`src/rtl/fm_wm_aggregation_reader.sv`:
```
// Walks a destination-sorted edge list and sums product-memory rows per destination.
// Two cycles per edge, row emitted two cycles after the group's last edge; edge stream stalls outside WAIT_EDGE.
module fm_wm_aggregation_reader #(
   parameter int NUM_NODES      = 6,
   parameter int WEIGHT_COLS    = 3,
   parameter int DOT_PROD_WIDTH = 16,
   parameter int ACC_WIDTH      = 20,
   parameter int ROW_AW         = 3
) (
   input  logic                                      clk,
   input  logic                                      reset,
   input  logic                                      start,
   input  logic                                      edge_valid,
   output logic                                      edge_ready,
   input  logic [ROW_AW-1:0]                         edge_src,
   input  logic [ROW_AW-1:0]                         edge_dst,
   input  logic                                      edge_dst_last,
   input  logic                                      edge_last,
   output logic [ROW_AW-1:0]                         read_row,
   input  logic [WEIGHT_COLS-1:0][DOT_PROD_WIDTH-1:0] fm_wm_row_in,
   output logic                                      agg_valid,
   input  logic                                      agg_ready,
   output logic [ROW_AW-1:0]                         agg_node,
   output logic [WEIGHT_COLS-1:0][ACC_WIDTH-1:0]     agg_row,
   output logic                                      busy,
   output logic                                      done,
   output logic                                      err_src
);

   typedef enum logic [2:0] {
      S_IDLE,
      S_WAIT_EDGE,
      S_ACCUM,
      S_EMIT,
      S_DONE
   } state_t;

   localparam int SUM_W = ACC_WIDTH + 1;
   localparam logic [ROW_AW:0] NUM_NODES_W = (ROW_AW+1)'(NUM_NODES);

   state_t                                state_q, state_d;
   logic [ROW_AW-1:0]                     read_row_q, read_row_d;
   logic [ROW_AW-1:0]                     src_q, src_d;
   logic [ROW_AW-1:0]                     dst_q, dst_d;
   logic                                  dst_last_q, dst_last_d;
   logic                                  last_q, last_d;
   logic                                  grp_first_q, grp_first_d;
   logic [WEIGHT_COLS-1:0][ACC_WIDTH-1:0] acc_q, acc_d;
   logic [WEIGHT_COLS-1:0][ACC_WIDTH-1:0] agg_row_q, agg_row_d;
   logic [ROW_AW-1:0]                     agg_node_q, agg_node_d;
   logic                                  err_src_q, err_src_d;

   logic                                  src_in_range;
   logic [WEIGHT_COLS-1:0][SUM_W-1:0]     sum_w;
   logic [WEIGHT_COLS-1:0][ACC_WIDTH-1:0] acc_sat;

   assign src_in_range = ({1'b0, src_q} < NUM_NODES_W);

   // One spare bit per element catches overflow so the element clamps instead of wrapping.
   always_comb begin
      sum_w   = '0;
      acc_sat = '0;
      for (int c = 0; c < WEIGHT_COLS; c++) begin
         sum_w[c] = {1'b0, acc_q[c]}
                  + (src_in_range ? SUM_W'(fm_wm_row_in[c]) : SUM_W'(0));
         acc_sat[c] = sum_w[c][ACC_WIDTH] ? {ACC_WIDTH{1'b1}} : sum_w[c][ACC_WIDTH-1:0];
      end
   end

   always_comb begin
      state_d     = state_q;
      read_row_d  = read_row_q;
      src_d       = src_q;
      dst_d       = dst_q;
      dst_last_d  = dst_last_q;
      last_d      = last_q;
      grp_first_d = grp_first_q;
      acc_d       = acc_q;
      agg_row_d   = agg_row_q;
      agg_node_d  = agg_node_q;
      err_src_d   = err_src_q;

      unique case (state_q)
         S_IDLE: begin
            if (start) begin
               state_d     = S_WAIT_EDGE;
               acc_d       = '0;
               err_src_d   = 1'b0;
               grp_first_d = 1'b1;
            end
         end
         S_WAIT_EDGE: begin
            if (edge_valid) begin
               src_d      = edge_src;
               read_row_d = edge_src;
               dst_last_d = edge_dst_last | edge_last;
               last_d     = edge_last;
               // A group keeps the destination of its first edge.
               if (grp_first_q) begin
                  dst_d = edge_dst;
               end
               grp_first_d = 1'b0;
               state_d     = S_ACCUM;
            end
         end
         S_ACCUM: begin
            acc_d = acc_sat;
            if (!src_in_range) begin
               err_src_d = 1'b1;
            end
            if (dst_last_q) begin
               agg_row_d  = acc_sat;
               agg_node_d = dst_q;
               state_d    = S_EMIT;
            end else begin
               state_d = S_WAIT_EDGE;
            end
         end
         S_EMIT: begin
            if (agg_ready) begin
               acc_d       = '0;
               grp_first_d = 1'b1;
               state_d     = last_q ? S_DONE : S_WAIT_EDGE;
            end
         end
         S_DONE: begin
            state_d = S_IDLE;
         end
         default: begin
            state_d = S_IDLE;
         end
      endcase
   end

   always_ff @(posedge clk) begin
      if (reset) begin
         state_q     <= S_IDLE;
         read_row_q  <= '0;
         src_q       <= '0;
         dst_q       <= '0;
         dst_last_q  <= 1'b0;
         last_q      <= 1'b0;
         grp_first_q <= 1'b0;
         acc_q       <= '0;
         agg_row_q   <= '0;
         agg_node_q  <= '0;
         err_src_q   <= 1'b0;
      end else begin
         state_q     <= state_d;
         read_row_q  <= read_row_d;
         src_q       <= src_d;
         dst_q       <= dst_d;
         dst_last_q  <= dst_last_d;
         last_q      <= last_d;
         grp_first_q <= grp_first_d;
         acc_q       <= acc_d;
         agg_row_q   <= agg_row_d;
         agg_node_q  <= agg_node_d;
         err_src_q   <= err_src_d;
      end
   end

   assign edge_ready = (state_q == S_WAIT_EDGE);
   assign agg_valid  = (state_q == S_EMIT);
   assign busy       = (state_q != S_IDLE);
   assign done       = (state_q == S_DONE);
   assign read_row   = read_row_q;
   assign agg_node   = agg_node_q;
   assign agg_row    = agg_row_q;
   assign err_src    = err_src_q;

endmodule

```
`config.mk`:
```
export PLATFORM = sky130hd
export DESIGN_NAME = fm_wm_aggregation_reader
export DESIGN_NICKNAME = d
export VERILOG_FILES = /design/src/rtl/fm_wm_aggregation_reader.sv
export SDC_FILE = /design/constraint.sdc
export NUM_CORES = 1
export LEC_CHECK = 0
export CORE_MARGIN = 5
export CORE_UTILIZATION = 50
export CTS_CLUSTER_DIAMETER = 50
export DETAILED_ROUTE_END_ITERATION = 16
export GPL_TIMING_DRIVEN = 0
export PLACE_DENSITY = 0.83
export REMOVE_ABC_BUFFERS = 1
export SETUP_SLACK_MARGIN = 0.2
export SLEW_MARGIN = 0
export SYNTH_ARGS = -nofsm -noshare
export SYNTH_HDL_FRONTEND = slang
export SYNTH_SLANG_ARGS = --single-unit
```
`constraint.sdc`:
```
create_clock -name clk -period 3.8 [get_ports clk]
set_input_delay 0.57 -clock clk [delete_from_list [all_inputs] [get_ports clk]]
set_output_delay 0.57 -clock clk [all_outputs]
set_load 0.02 [all_outputs]
```
==> qor.yml, run 1 <==
std_cell_rows: 46
slew_headroom_pct: 22.9
min_period_ps: 3430
placed_area_um2: 9460
dp.cells: 1285
ant_nets: 0
drt_wl_total_um: 21000
muxShareOfSynthArea_pct: 0.890
leakagePower_nw: 3.81
overflow: 0
grt_max_degree: 66
synth_warnings: 0
yosysSeqAreaShare_pct: 34.0
fin_crit_sh_pct: 90.3
synth.top_cells.by_count: "136 x dfxtp_1, 123 x nor2_1, 95 x nand2_1"
worst_slew_pin_slew_ps: 1150
start_util_pct: 50.6
synth-simple-area-share_pct: 23.1
synth_top_flop_cell: "dfxtp_1"
synth_top_area_cell: "dfxtp_1"
synthAdderAreaFrac_pct: 8.25
cp-end-kind: "flip-flop"
place_congestion: 0.909
synth_top_area_share_pct: 34.0
final_cells: 1317
vias: 7461
power_density_nw_per_um2: 360
r2r_cells: 12
post_cts_buffers: 0
final_cell_area_um2: 10000
r2r_start: "src_q[1]$_SDFFE_PP0P_"
maxSlewViolCount: 0
finalSetupViolations: 0
netlist_instances: 993
synth_cell_type_count: 70
crit_arrival_ps: 3740
post_drt_wl_per_cell_um: 15.9
clk_path_buf_depth: 2
cp_max_fo: 30
drv_cap: 0
h-tree-depth: 4
max_freq_mhz: 291
irDropWorstVdd_mv: 0.294
place_hpwl_um: 14700
power.total_w: 0.00362
synth_xor_area_share_pct: 3.72
max_stage_delay_ps: 440
grt.total_usage_pct: 22.8
io_buffers: 131
hold_start: "dst_q[1]$_SDFFE_PP0P_"
endpoint: "acc_q[57]$_SDFFE_PP0P_"
die_area_um2: 18700
drc: 0
antennaDiodeCount: 0
cts_tree: "built"
slowest_stage: "fa_1"
reg2reg_to: "acc_q[57]$_SDFFE_PP0P_"
crit_chain: "nand2_4, buf_16, and2_1, ha_1, fa_1, a211oi_2, o21ai_2, a31oi_4, a22oi_4, and4_4, o21bai_1, a22o_1"
die_x_um: 137
grt_pass1_vias: 7204
syn2layout_area_growth_pct: 25.4
cts_made_buffers: 17
cp-start-kind: "flip-flop"
synth-seq-cells: 136
finalClockSkew_ps: 8.28
synth_area_um2: 8010
avgViaCountPerCell: 5.67
ff_latch_area_um2: 2720
multi_input_area_um2: 5010
fillers: 1370
cp.required_ps: 4110
synthArstFlopShare_pct: 0
path_clk_slew_ps: 60
ios: 132
die_h_um: 137
dr.pass1.iters: 6
min_delay_path_depth: 2
hold_viol: 0
avgSynthCellArea_um2: 8.07
crit_path_start: "src_q[1]$_SDFFE_PP0P_"
fin_nets: 1200
grt_setup_unrepaired: "false"
hold_class: "reg -> reg"
synth-compound-area-share_pct: 26.1
core_um2: 15800
yosys-top-cells-area: "dfxtp_1 34%, ha_1 7.5%, nor2_1 5.8%, a21oi_1 4.5%, nand2_1 4.5%"
path_class: "reg -> reg"
cts_root_buf: "clkbuf_16"
grt_pass1_wl_um: 34500
synth_most_common_cell: "dfxtp_1"
synth_top_family_by_area: "compound AO/OA/AOI/OAI gates"
drt_iter0_markers: 462
outcome: "finished clean"
antenna_found_initial: 0
rrSetupSlack_ps: 370
clock_sinks: 136
clkLatencyLatePin_ps: 420
synth_edf_count: 0
drive_gt1_share_pct: 7.54
## flip-flops by register name (all words and copies together) (netlist names)
register / cells
acc_q: 60
agg_row: 60
agg_node: 3
dst_q: 3
src_q: 3
state_q: 3
dst_last_q: 1
err_src: 1
grp_first_q: 1
last_q: 1
## repair_timing
item | CTS | global route
cloned | 0 | 0
endpoints found under the setup margin | 103 | 82
hold buffers | 0 | 0
gates resized for setup | 4 | 4
## worst min-delay path by stage
| stage | endpoint | slack, ps |
|---|---|---|
| final | agg_node[1]$_SDFFE_PP0P_ | 450 |
| after global routing | acc_q[51]$_SDFFE_PP0P_ | 470 |
| after CTS | agg_node[1]$_SDFFE_PP0P_ | 450 |
| after detailed placement | agg_node[1]$_SDFFE_PP0P_ | 440 |
| after global placement | acc_q[20]$_SDFFE_PP0P_ | 440 |
| after floorplan | agg_node[0]$_SDFFE_PP0P_ | 430 |
## power breakdown
part           internal [W]  switching [W]
clock              0.000930       0.000636
combinational      0.000247       0.000321
sequential          0.00146      0.0000256
total               0.00264       0.000982
## per-stage QoR
stage / setup slack, ps / hold WS, ps / util, % / setup TNS (ps)
2_1_floorplan: -988 / 426 / - / -49500
3_3_place_gp: -3110 / 436 / 58.9 / -276170
3_5_place_dp: -307 / 443 / 59.8 / -5980
4_1_cts: 247 / 451 / 63.4 / 0
5_1_grt: 200 / 474 / 63.5 / 0
6_report: 367 / 449 / 63.5 / 0
## cell type report
class | instances | share of cell area (%)
Multi-Input combinational cell | 783 | 49.9
Clock buffer | 20 | 4.55
Sequential cell | 136 | 27.1
Tap cell | 216 | 2.69
Timing Repair Buffer | 137 | 14.3
Inverter | 13 | 0.486
Clock inverter | 12 | 1.01
## cell families (layout without fill, tap and decap cells)
family / after synthesis / count (layout)
AOI/OAI and AO/OA: 305 / 305
adders and majority gates: 51 / 51
muxes: 7 / 7
and+or+nand+nor: 386 / 386
buffers and inverters: 74 / 182
xor gates and xnor gates: 34 / 34
DFF: 136 / 136
## cell usage in the layout, fill, tap and decap left out, drive strengths merged, types with 11 or more instances in the layout
cell	n
xor2	16
o21bai	11
nor2	123
a21o	24
nand3	21
nand2	95
a211oi	49
clkbuf	20
and2	51
dfxtp	136
inv	14
clkdlybuf4s50	130
ha	48
xnor2	18
o21ai	76
a21oi	75
a31oi	14
nor3	37
## per-layer routing
layer  part of all wire [%]  vias up  wire [um]  track usage, %
met5                      0        -          0               0
met4                    1.3        0        276            7.39
met3                    5.2       23       1100            4.82
met2                     48      189      10100            38.5
met1                     45     3479       9490            28.9
li1                       -     3770          -               -
## worst max-delay path, delay by kind of cell (launching register included)
kind,cells,cell delay (ps)
buffers and inverters,1,210
AND/OR/NAND/NOR,3,690
adder cells (fa/ha/maj),2,660
flip-flops,1,420
AO/OA/AOI/OAI,6,1300
Power figures use the tool's default switching activity.
==> run 2, diff against run 1 <==
Settings changed: PLACE_DENSITY 0.83 to 0.76.
==> run 2 against run 1 <==
Hold slack got worse by 2.2 ps. Fmax increased by 1.1%. Sequential cell count unchanged. Cell count increased by 0.23%. Count of clock-buffer cells in the layout decreased by 1. Clock power about the same. Power increased by 0.91%. Sequential power about the same. Final area increased by 0.68%.
==> qor.yml, run 2 (same netlist as run 1, synthesis figures left out) <==
max_stage_delay_ps: 450  # was 440 ps
cp.required_ps: 4060  # was 4110 ps
io_buffers: 131  # unchanged
clkLatencyLatePin_ps: 420  # about the same
power_density_nw_per_um2: 361  # was 360 nW/um2
post_cts_buffers: 0  # unchanged
die_area_um2: 18700  # unchanged
min_period_ps: 3400  # was 3430 ps
ff_latch_area_um2: 2720  # unchanged
overflow: 0  # unchanged
cts_made_buffers: 17  # unchanged
finalClockSkew_ps: 9.22  # was 8.28 ps
grt_setup_unrepaired: "true"  # was false
finalSetupViolations: 0  # unchanged
antenna_found_initial: 0  # unchanged
hold_viol: 0  # unchanged
drt_iter0_markers: 526  # was 462
multi_input_area_um2: 5050  # was 5010 um2
cp-start-kind: "flip-flop"  # unchanged
min_to: "acc_q[20]$_SDFFE_PP0P_"  # was agg_node[1]$_SDFFE_PP0P_
std_cell_rows: 46  # unchanged
hold_class: "reg -> reg"  # unchanged
ant_nets: 0  # unchanged
antennaDiodeCount: 0  # unchanged
maxSlewViolCount: 0  # unchanged
drc: 0  # unchanged
hold_start: "acc_q[20]$_SDFFE_PP0P_"  # was dst_q[1]$_SDFFE_PP0P_
leakagePower_nw: 3.83  # was 3.81 nW
clock_sinks: 136  # unchanged
place_hpwl_um: 14400  # was 14,700 um
drv_cap: 0  # unchanged
final_cell_mix: "136 x dfxtp_1, 130 x clkdlybuf4s50_1, 122 x nor2_1"  # was 136 x dfxtp_1, 130 x clkdlybuf4s50_1, 121 x nor2_1
final_cell_area_um2: 10100  # was 10,000 um2
grt_pass1_vias: 7253  # was 7,204
start_util_pct: 50.6  # unchanged
final_common_cell: "dfxtp_1"  # unchanged
max_freq_mhz: 294  # was 291 MHz
worst_slew_pin_slew_ps: 1160  # was 1150 ps
grt.total_usage_pct: 22.9  # was 22.8%
fillers: 1408  # was 1,370
slew_headroom_pct: 22.5  # was 22.9%
drive_gt1_share_pct: 7.79  # was 7.54%
grt_pass1_wl_um: 34600  # was 34,500 um
die_h_um: 137  # unchanged
ios: 132  # unchanged
cp_max_fo: 30  # unchanged
min_delay_path_depth: 2  # unchanged
core_um2: 15800  # unchanged
reg2reg_to: "acc_q[47]$_SDFFE_PP0P_"  # was acc_q[57]$_SDFFE_PP0P_
post_drt_wl_per_cell_um: 15.9  # about the same
cts_tree: "built"  # unchanged
path_clk_slew_ps: 60  # about the same
path_class: "reg -> reg"  # unchanged
final_core_util_pct: 63.9  # was 63.5%
drt_wl_total_um: 21000  # about the same
crit_arrival_ps: 3650  # was 3740 ps
clk_path_buf_depth: 2  # unchanged
crit_path_start: "src_q[1]$_SDFFE_PP0P_"  # unchanged
fin_crit_sh_pct: 89.4  # was 90.3%
cp-end-kind: "flip-flop"  # unchanged
h-tree-depth: 4  # unchanged
cts_root_buf: "clkbuf_16"  # unchanged
syn2layout_area_growth_pct: 26.3  # was 25.4%
place_congestion: 0.910  # was 0.909
power.total_w: 0.00365  # was 0.00362 W
slowest_stage: "fa_1"  # unchanged
die_x_um: 137  # unchanged
r2r_cells: 12  # unchanged
r2r_start: "src_q[1]$_SDFFE_PP0P_"  # unchanged
rrSetupSlack_ps: 400  # was 370 ps
outcome: "finished clean"  # unchanged
crit_chain: "nand2_4, buf_16, and2_1, ha_1, fa_1, a211oi_2, o21ai_2, a31oi_4, a22oi_4, and4_4, a21oi_1, o21ai_0"  # was nand2_4, buf_16, and2_1, ha_1, fa_1, a211oi_2, o21ai_2, a31oi_4, a22oi_4, and4_4, o21bai_1, a22o_1
fin_nets: 1203  # was 1,200
irDropWorstVdd_mv: 0.308  # was 0.294 mV
avgViaCountPerCell: 5.63  # was 5.67
grt_max_degree: 67  # was 66
vias: 7425  # was 7,461
cts_hold_buf: 0  # unchanged
placed_area_um2: 9470  # was 9460 um2
dr.pass1.iters: 5  # was 6
## run 2: worst max-delay path by stage
stage | slack, ps | endpoint
2_1_floorplan | -990 | agg_row[17]$_SDFFE_PP0P_
3_3_place_gp | -3270 | acc_q[15]$_SDFFE_PP0P_
3_5_place_dp | -330 | acc_q[33]$_SDFFE_PP0P_
4_1_cts | 210 | agg_row[13]$_SDFFE_PP0P_
5_1_grt | 200 | acc_q[47]$_SDFFE_PP0P_
6_report | 400 | acc_q[47]$_SDFFE_PP0P_
## run 2: critical path, delay by kind of cell, from the launching register on
family                     cells  cell delay, ps
AOI/OAI and AO/OA              6            1250
adders and majority gates      2             680
buffers and inverters          1             220
DFF                            1             420
and+or+nand+nor                3             660
## run 2: report_power, final
part / leakage [nW] / switching, W / total, W / internal, W
Sequential: 1.10 / 0.0000251 / 0.00149 / 0.00146
Combinational: 2.46 / 0.000320 / 0.000569 / 0.000249
Clock: 0.278 / 0.000622 / 0.00160 / 0.000976
Total: 3.83 / 0.000968 / 0.00365 / 0.00269
## run 2: timing repair
item,4_1_cts,5_1_grt
setup endpoints to repair,103,102
endpoints found under the hold margin,0,0
pin swaps,0,2
gates cloned,0,2
gates resized for setup,3,8
## run 2: per-stage QoR
step | worst slack, ps | std cells | hold slack, ps | setup TNS, ps
2_1_floorplan | -988 | 932 | 426 | -49500
3_3_place_gp | -3270 | 1279 | 438 | -296960
3_5_place_dp | -334 | 1286 | 438 | -5960
4_1_cts | 209 | 1318 | 450 | 0
5_1_grt | 200 | 1320 | 459 | 0
6_report | 404 | 1320 | 447 | 0
## run 2: area by class of cell
class	count	share of cell area, %
Clock buffer	19	4.38
Clock inverter	13	1.29
Inverter	13	0.482
Multi-Input combinational cell	785	49.9
Sequential cell	136	26.9
Tap cell	216	2.67
Timing Repair Buffer	138	14.3
## run 2: layer usage
metal / track usage [%] / part of all wire (%) / vias to the layer above
li1: - / - / 3781
met1: 29.3 / 45 / 3429
met2: 38.6 / 48 / 190
met3: 5.66 / 5.7 / 25
met4: 6.10 / 1.2 / 0
met5: 0 / 0 / -
